## src/rtl/fnd_scan_ctrl.sv

```systemverilog
// Four-digit 7-segment scan controller: converts a 14-bit binary value to BCD by
// double-dabble and multiplexes the digits onto a shared decoder input.
module fnd_scan_ctrl #(
    parameter int unsigned SCAN_DIV = 50000
) (
    input  logic        iClk,
    input  logic        iRsn,
    input  logic [13:0] iValue,
    input  logic        iValid,
    output logic        oReady,
    output logic        oDone,
    output logic        oOvf,
    output logic [3:0]  oDec,
    output logic [3:0]  oDigitSel
);

    localparam int unsigned PreW = $clog2(SCAN_DIV);
    localparam logic [PreW-1:0] PreMax = PreW'(SCAN_DIV - 1);
    localparam logic [13:0] MaxVal = 14'd9999;

    typedef enum logic [1:0] {
        StIdle,
        StConv,
        StLoad
    } stateT;

    stateT             state, stateNext;
    logic [13:0]       binReg, binNext;
    logic [15:0]       bcdReg, bcdNext;
    logic [3:0]        iterCnt, iterNext;
    logic [15:0]       dispReg, dispNext;
    logic              ovfNext, doneNext;
    logic [PreW-1:0]   preCnt, preNext;
    logic [1:0]        idx, idxNext;
    logic [3:0]        decNext, selNext;

    function automatic logic [15:0] dabAdjust(input logic [15:0] b);
        logic [15:0] r;
        r = b;
        for (int i = 0; i < 4; i++) begin
            if (b[4*i +: 4] >= 4'd5) begin
                r[4*i +: 4] = b[4*i +: 4] + 4'd3;
            end
        end
        return r;
    endfunction

    assign oReady = (state == StIdle);

    always_comb begin
        stateNext = state;
        binNext   = binReg;
        bcdNext   = bcdReg;
        iterNext  = iterCnt;
        dispNext  = dispReg;
        ovfNext   = oOvf;
        doneNext  = 1'b0;
        unique case (state)
            StIdle: begin
                if (iValid) begin
                    binNext   = (iValue > MaxVal) ? MaxVal : iValue;
                    ovfNext   = (iValue > MaxVal);
                    bcdNext   = '0;
                    iterNext  = '0;
                    stateNext = StConv;
                end
            end
            StConv: begin
                {bcdNext, binNext} = {dabAdjust(bcdReg), binReg} << 1;
                iterNext = iterCnt + 4'd1;
                if (iterCnt == 4'd13) begin
                    stateNext = StLoad;
                end
            end
            StLoad: begin
                // All four nibbles land together so the scan never shows a mixed value.
                dispNext  = bcdReg;
                doneNext  = 1'b1;
                stateNext = StIdle;
            end
            default: stateNext = StIdle;
        endcase
    end

    // Scan outputs are computed from next-state values so a LOAD is visible
    // on the same edge that raises oDone.
    always_comb begin
        if (preCnt == PreMax) begin
            preNext = '0;
            idxNext = idx + 2'd1;
        end else begin
            preNext = preCnt + PreW'(1);
            idxNext = idx;
        end
        decNext = dispNext[{idxNext, 2'b00} +: 4];
        selNext = ~(4'b0001 << idxNext);
    end

    always_ff @(posedge iClk or negedge iRsn) begin
        if (!iRsn) begin
            state     <= StIdle;
            binReg    <= '0;
            bcdReg    <= '0;
            iterCnt   <= '0;
            dispReg   <= '0;
            oOvf      <= 1'b0;
            oDone     <= 1'b0;
            preCnt    <= '0;
            idx       <= '0;
            oDec      <= '0;
            oDigitSel <= 4'b1110;
        end else begin
            state     <= stateNext;
            binReg    <= binNext;
            bcdReg    <= bcdNext;
            iterCnt   <= iterNext;
            dispReg   <= dispNext;
            oOvf      <= ovfNext;
            oDone     <= doneNext;
            preCnt    <= preNext;
            idx       <= idxNext;
            oDec      <= decNext;
            oDigitSel <= selNext;
        end
    end

endmodule

```

## config.mk

```make
export PLATFORM = sky130hd
export DESIGN_NAME = fnd_scan_ctrl
export DESIGN_NICKNAME = d
export VERILOG_FILES = /design/src/rtl/fnd_scan_ctrl.sv
export SDC_FILE = /design/constraint.sdc
export NUM_CORES = 1
export LEC_CHECK = 0
export ABC_AREA = 1
export BUFFER_PORTS_ARGS = -buffer_cell sky130_fd_sc_hd__buf_2
export CORE_UTILIZATION = 50
export CTS_BUF_LIST = sky130_fd_sc_hd__clkbuf_16
export CTS_CLUSTER_SIZE = 28
export DETAILED_ROUTE_END_ITERATION = 10
export HOLD_SLACK_MARGIN = 0.1
export PLACE_DENSITY_LB_ADDON = 0.12
export SETUP_SLACK_MARGIN = 0.3
export SLEW_MARGIN = 20
export SYNTH_ARGS = -nofsm -noshare
export SYNTH_HDL_FRONTEND = slang
export SYNTH_SLANG_ARGS = --single-unit
export TNS_END_PERCENT = 20
```

## constraint.sdc

```tcl
create_clock -name iClk -period 3.4 [get_ports iClk]
set_input_delay 0.34 -clock iClk [delete_from_list [all_inputs] [get_ports iClk]]
set_output_delay 0.34 -clock iClk [all_outputs]
set_load 0.03 [all_outputs]
```

-- Word-level counts from Yosys, hierarchy flattened
Index checks and enable logic that the tools add are counted.
- memory bits (writable): 0
- register bits: 80
- memories kept: 0
- word-level logic and storage cells: 55
- output and inout port bits: 11
- ROM bits: 0
- input port bits: 17
- latch bits: 0
- eq/ne operators: 6
- magnitude comparators: 5
- shifts and indexed selects: 2
- add/sub/neg operators: 7
- reduce and logical (&&, ||, !) cells: 5
- bitwise operators: 1
- divide/modulo/power cells: 0
- mux-type cells: 18
- multipliers: 0
- operator list (operator ; count):
    16-bit two-way mux ; 3
    16-bit case mux with 2 select lines ; 1
    14-bit two-way mux ; 2
    14-bit case mux with 2 select lines ; 1
    16-bit by 1-bit adder with 16-bit output, second input constant ; 1
    16-bit equality test, second input constant ; 1
    4-bit by 3-bit greater-or-equal comparator with 1-bit output, second input constant ; 4
    4-bit two-way mux ; 4
    16-bit by 5-bit indexed part select with 4-bit output ; 1
    14-bit > comparator, second input constant ; 1
    4-bit by 2-bit adder with 4-bit output, second input constant ; 3
    4-bit case mux with 2 select lines ; 1
    2-bit two-way mux ; 3
    2-bit AND reduction ; 3
    4-bit by 1-bit adder with 4-bit output, second input constant ; 1
    4-bit equality test, second input constant ; 1
    2-bit inequality test, second input constant ; 2
    4-bit inverter ; 1
    2-bit case mux with 2 select lines ; 1
    1-bit by 2-bit left shift with 4-bit output, first input constant ; 1
    3-bit by 2-bit adder with 3-bit output, second input constant ; 1
    3-bit two-way mux ; 1
    2-bit by 1-bit adder with 2-bit output, second input constant ; 1
    2-bit by 1-bit equality test with 1-bit output, second input constant ; 1
    4 further kinds ; 4

-- Logic depth before layout (Yosys ltp)
- word-level depth: 4
- mapped depth: 12
- mapped depth without buffers: 11

-- Least setup slack after synthesis
Ideal clock, no wire load.
- path kind: reg-to-reg
- start point: register state[1]
- end point: register binReg[0]
- data required time: 3.259 ns
- setup time: 0.141 ns
- buffers on the path: 1
- clock period less this slack: 1.720 ns
- arrival time: 1.580 ns
- cell stages (with the launch flop): 8
- setup slack: 1.680 ns
- cell sequence: dfrtp_1 nor2_1 nand2_2 inv_2 nor2_2 inv_2 buf_2 o211ai_1
- longest elaborated chain between the ends: 3
- elaborated cells on any way between the ends: 6
- classes of those cells: eq/ne: 2; mux: 1; reduce/logical: 3
- ends and longest elaborated chain (item ; RTL line ; RTL):
    from (decl) ; 27 ; stateT state, stateNext;
    from (signal assigned) ; 101 ; state <= StIdle;
    from (signal assigned) ; 113 ; state <= stateNext;
    2-bit logical NOT (*) ; - ;
    named net oReady ; 10 ; output logic oReady,
    2-bit inequality test (no line) or 2-bit nonzero test (tied branches) ; - ;
    2-bit AND reduction (no line) ; - ;
    to (signal assigned) ; 114 ; binReg <= binNext;
    to (decl) ; 28 ; logic [13:0] binReg, binNext;
The timed path passes the listed nets; every way through them passes the cells marked *.
A chain may end at the register's enable or synchronous reset.

-- Worst setup path in the final report
- start point: register state[1]
- end point: register bcdReg[8]
- longest elaborated chain between the ends: 3
- elaborated cells on any way between the ends: 6
- classes of those cells: eq/ne: 2; mux: 1; reduce/logical: 3
- ends and longest elaborated chain (item ; RTL line ; RTL):
    2-bit by 1-bit equality test with 1-bit output or 2-bit logical NOT (tied branches) ; 58 ; unique case (state)
    2-bit nonzero test (no line) or 2-bit inequality test (tied branches) ; - ;
    2-bit AND reduction (no line) ; - ;
    to (signal assigned) ; 115 ; bcdReg <= bcdNext;
    to (decl) ; 29 ; logic [15:0] bcdReg, bcdNext;
Several ways; a longest one is shown, not always the timed one.

==> results.cfg <==
[run_status]
outcome = complete, no violations

[logic_synthesis]
synth-xor-area-share_pct = 2.28
synth_area_per_cell_um2 = 8.63
synth_compound_area_share_pct = 11.8
synth_most_common_cell = nand2_1
muxShareOfSynthArea_pct = 0.261
synthSimpleGateAreaFrac_pct = 23.4
synth-edff-count = 0
synth_area_um2 = 3840
synth_top_family_by_area = simple AND/OR/NAND/NOR gates
synthArstFlopShare_pct = 100
synth_flop_cell = dfrtp_1
synth-warning-count = 0
synth_nets = 473
synth_cells = 445
synth-seq-cells = 80
synth_commonest_cells = nand2_1 (116), dfrtp_1 (77), inv_1 (45)
yosysSeqAreaShare_pct = 52.2
synthAdderAreaFrac_pct = 3.58
synth_cell_type_count = 35
yosysTopAreaCell = dfrtp_1
synthTopCellsByArea = dfrtp_1 (50%), nand2_1 (11%), o21ai_0 (5.3%), inv_1 (4.4%), ha_1 (3.6%)
yosysTopAreaCellShare_pct = 50.1

[floorplanning]
die-area_um2 = 8040
boundaryPins = 28
die_w_um = 89.7
rows = 31
core_um2 = 7330
initial_core_util_pct = 52.4
fp.dieH_um = 89.7

[setup_path]
crit_cells = 6
critPathKind = reg -> reg
cp_common_cell = inv_2
path_cells = nor2_1, nand2_2, inv_2, nor2_2, inv_2, o22ai_1
cp_slowest_cell = nor2_2
r2r_setup_slack_ns = 1.54
r2r-end = bcdReg[8]$_DFFE_PN0P_
r2r_cells = 6
crit_buf_inv = 2
arrival_ns = 2.10
cp-end-kind = flip-flop
startpoint_type = flip-flop
crit_family = simple AND/OR/NAND/NOR gates
reg2reg_from = state[1]$_DFFE_PN0P_
path_max_fanout = 19
required_ns = 3.64
cp_slowest_stage_delay_ns = 0.46

[sta]
finalSetupTns_ns = 0
hold_viol = 0
period_share_pct = 54.6
maxSlewHeadroom_pct = 41.9
finalSetupViolations = 0
finClkSkew_ns = 0.00709
finalMaxSlewViolations = 0
worst_slew_pin_slew_ns = 0.870
period_minus_slack_ns = 1.86
grt_setup_unrepaired = no
timing.fmax_mhz = 538

[global_route]
grt_usage_pct = 20.6
grt_antenna_before_repair = 0
grt_max_degree = 81
grt_pass1_vias = 2682
grt_remaining_overflow = 0
grt_pass1_wl_um = 12400

[final_layout]
fin_area_um2 = 4370
fill_cells = 645
areaGrowthSynthToFinish_pct = 13.8
finalNetCount = 502
diodes = 0
final_cells = 578
layout-drive-gt1-share_pct = 15.0

[pwr]
leakage_uw = 0.00222
vdd_drop_max_mv = 0.387
p_per_area_nw_per_um2 = 809

[clock_network]
root_buffer = clkbuf_16
clock_sinks = 80
postCtsSetupBuffers = 0
cts_tree = built
cts_resized = 0
insertion_delay_ns = 0.34
clk_transition_reported_paths_ns = 0.06
cts_buffers = 9
htreeDepth = 3
clockBufferDepth = 2
postCtsHoldBufs = 0

[placement]
dp.cells = 562
io_buffers = 27
place_area_um2 = 4060
hpwl_um = 5010
globalplace.congestion = 0.820

[detailed_routing]
num_vias = 2926
drt_iter0_markers = 135
route.detailed.drc = 0
drt-wirelength-per-cell_um = 12.7
dr.pass1.iters = 4
wl_um = 7350
vias_per_cell = 5.06
ant_nets = 0

[run]
maxCapViolations = 0

[worst_hold_path]
hp-class = in -> async
-- report_power, final --
part | switching [uW] | internal [uW]
Combinational | 712 | 403
Clock | 369 | 636
Sequential | 164 | 1250
-- metrics by stage --
| step | total power, uW | utilization, % | setup slack [ns] | hold slack (ns) |
|---|---|---|---|---|
| after floorplan | 2250 | - | 1.68 | 0.0444 |
| after global placement | 2530 | 55.3 | 1.53 | 0.453 |
| after detailed placement | 2550 | 55.3 | 1.55 | 0.453 |
| after CTS | 3570 | 59.6 | 1.54 | 0.214 |
| after global routing | 3820 | 59.6 | 1.35 | 0.110 |
| final | 3540 | 59.6 | 1.54 | 0.0457 |
-- worst reg2reg max path, cell delays in order (launching register included) --
cell and delay (ns):
dfrtp_1 0.37, nor2_1 0.09, nand2_2 0.17, inv_2 0.14, nor2_2 0.46, inv_2 0.29
o22ai_1 0.26
-- final cells by class --
type                       instances  area, um2  share of cell area [%]
sequential                        80       2010                    45.9
multi-input combinational        304       1590                    36.4
clock inverter                     7       86.3                    1.97
inverter                          51        191                    4.38
clock buffer                       9        225                    5.15
tap                               99        124                    2.83
timing repair buffer              28        149                    3.41
-- logic make-up (layout without fill, tap and decap cells) --
group,after synthesis,after routing
buffers and inverters,61,95
and+or+nand+nor,201,201
DFF,80,80
AOI/OAI and AO/OA,81,81
xor gates and xnor gates,10,10
muxes,1,1
adders and majority gates,11,11
-- routing by layer --
layer / track usage, % / vias to the layer above / wire length, um
met5: 0 / - / 0
met1: 28.9 / 1372 / 3750
met4: 8.23 / 0 / 125
met2: 31.1 / 41 / 3260
li1: - / 1504 / -
met3: 4.48 / 9 / 209
-- state kept, by name, summed over array words and instances (netlist names) --
register	count
idx	2
dispReg	16
bcdReg	16
binReg	14
oDone	1
state	2
oDec	4
oOvf	1
iterCnt	4
oDigitSel	4
preCnt	16
-- worst max path at each step --
| stage | startpoint | endpoint | slack (ns) |
|---|---|---|---|
| floorplan | state[1]$_DFFE_PN0P_ | binReg[0]$_DFFE_PN0P_ | 1.68 |
| global placement | state[1]$_DFFE_PN0P_ | bcdReg[8]$_DFFE_PN0P_ | 1.53 |
| detailed placement | state[1]$_DFFE_PN0P_ | bcdReg[8]$_DFFE_PN0P_ | 1.55 |
| CTS | state[1]$_DFFE_PN0P_ | bcdReg[8]$_DFFE_PN0P_ | 1.54 |
| global route | state[1]$_DFFE_PN0P_ | bcdReg[6]$_DFFE_PN0P_ | 1.35 |
| finish | state[1]$_DFFE_PN0P_ | bcdReg[8]$_DFFE_PN0P_ | 1.54 |
-- layout by cell type, fill, tap and decap left out, types with 2 or more instances in the layout --
| master | count |
|---|---|
| nand2_1 | 116 |
| dfrtp_1 | 77 |
| inv_1 | 45 |
| o21ai_0 | 41 |
| nor2_1 | 30 |
| buf_2 | 26 |
| nand3_1 | 22 |
| a21oi_1 | 17 |
| ha_1 | 11 |
| clkbuf_16 | 9 |
| xor2_1 | 8 |
| inv_2 | 6 |
| nand2_2 | 6 |
| nand4_1 | 6 |
| o22ai_1 | 6 |
| o21ai_1 | 5 |
| nor3_1 | 5 |
| nor2_2 | 4 |
| a22oi_1 | 4 |
| or2_2 | 4 |
| dfstp_2 | 3 |
| nand3_4 | 2 |
| nand2_4 | 2 |
| nor2_4 | 2 |
| xnor2_1 | 2 |
| o211ai_1 | 2 |
| o2111ai_1 | 2 |
| bufinv_16 | 2 |
| clkinv_1 | 2 |
| clkinv_2 | 2 |
Power figures use the tool's default switching activity.
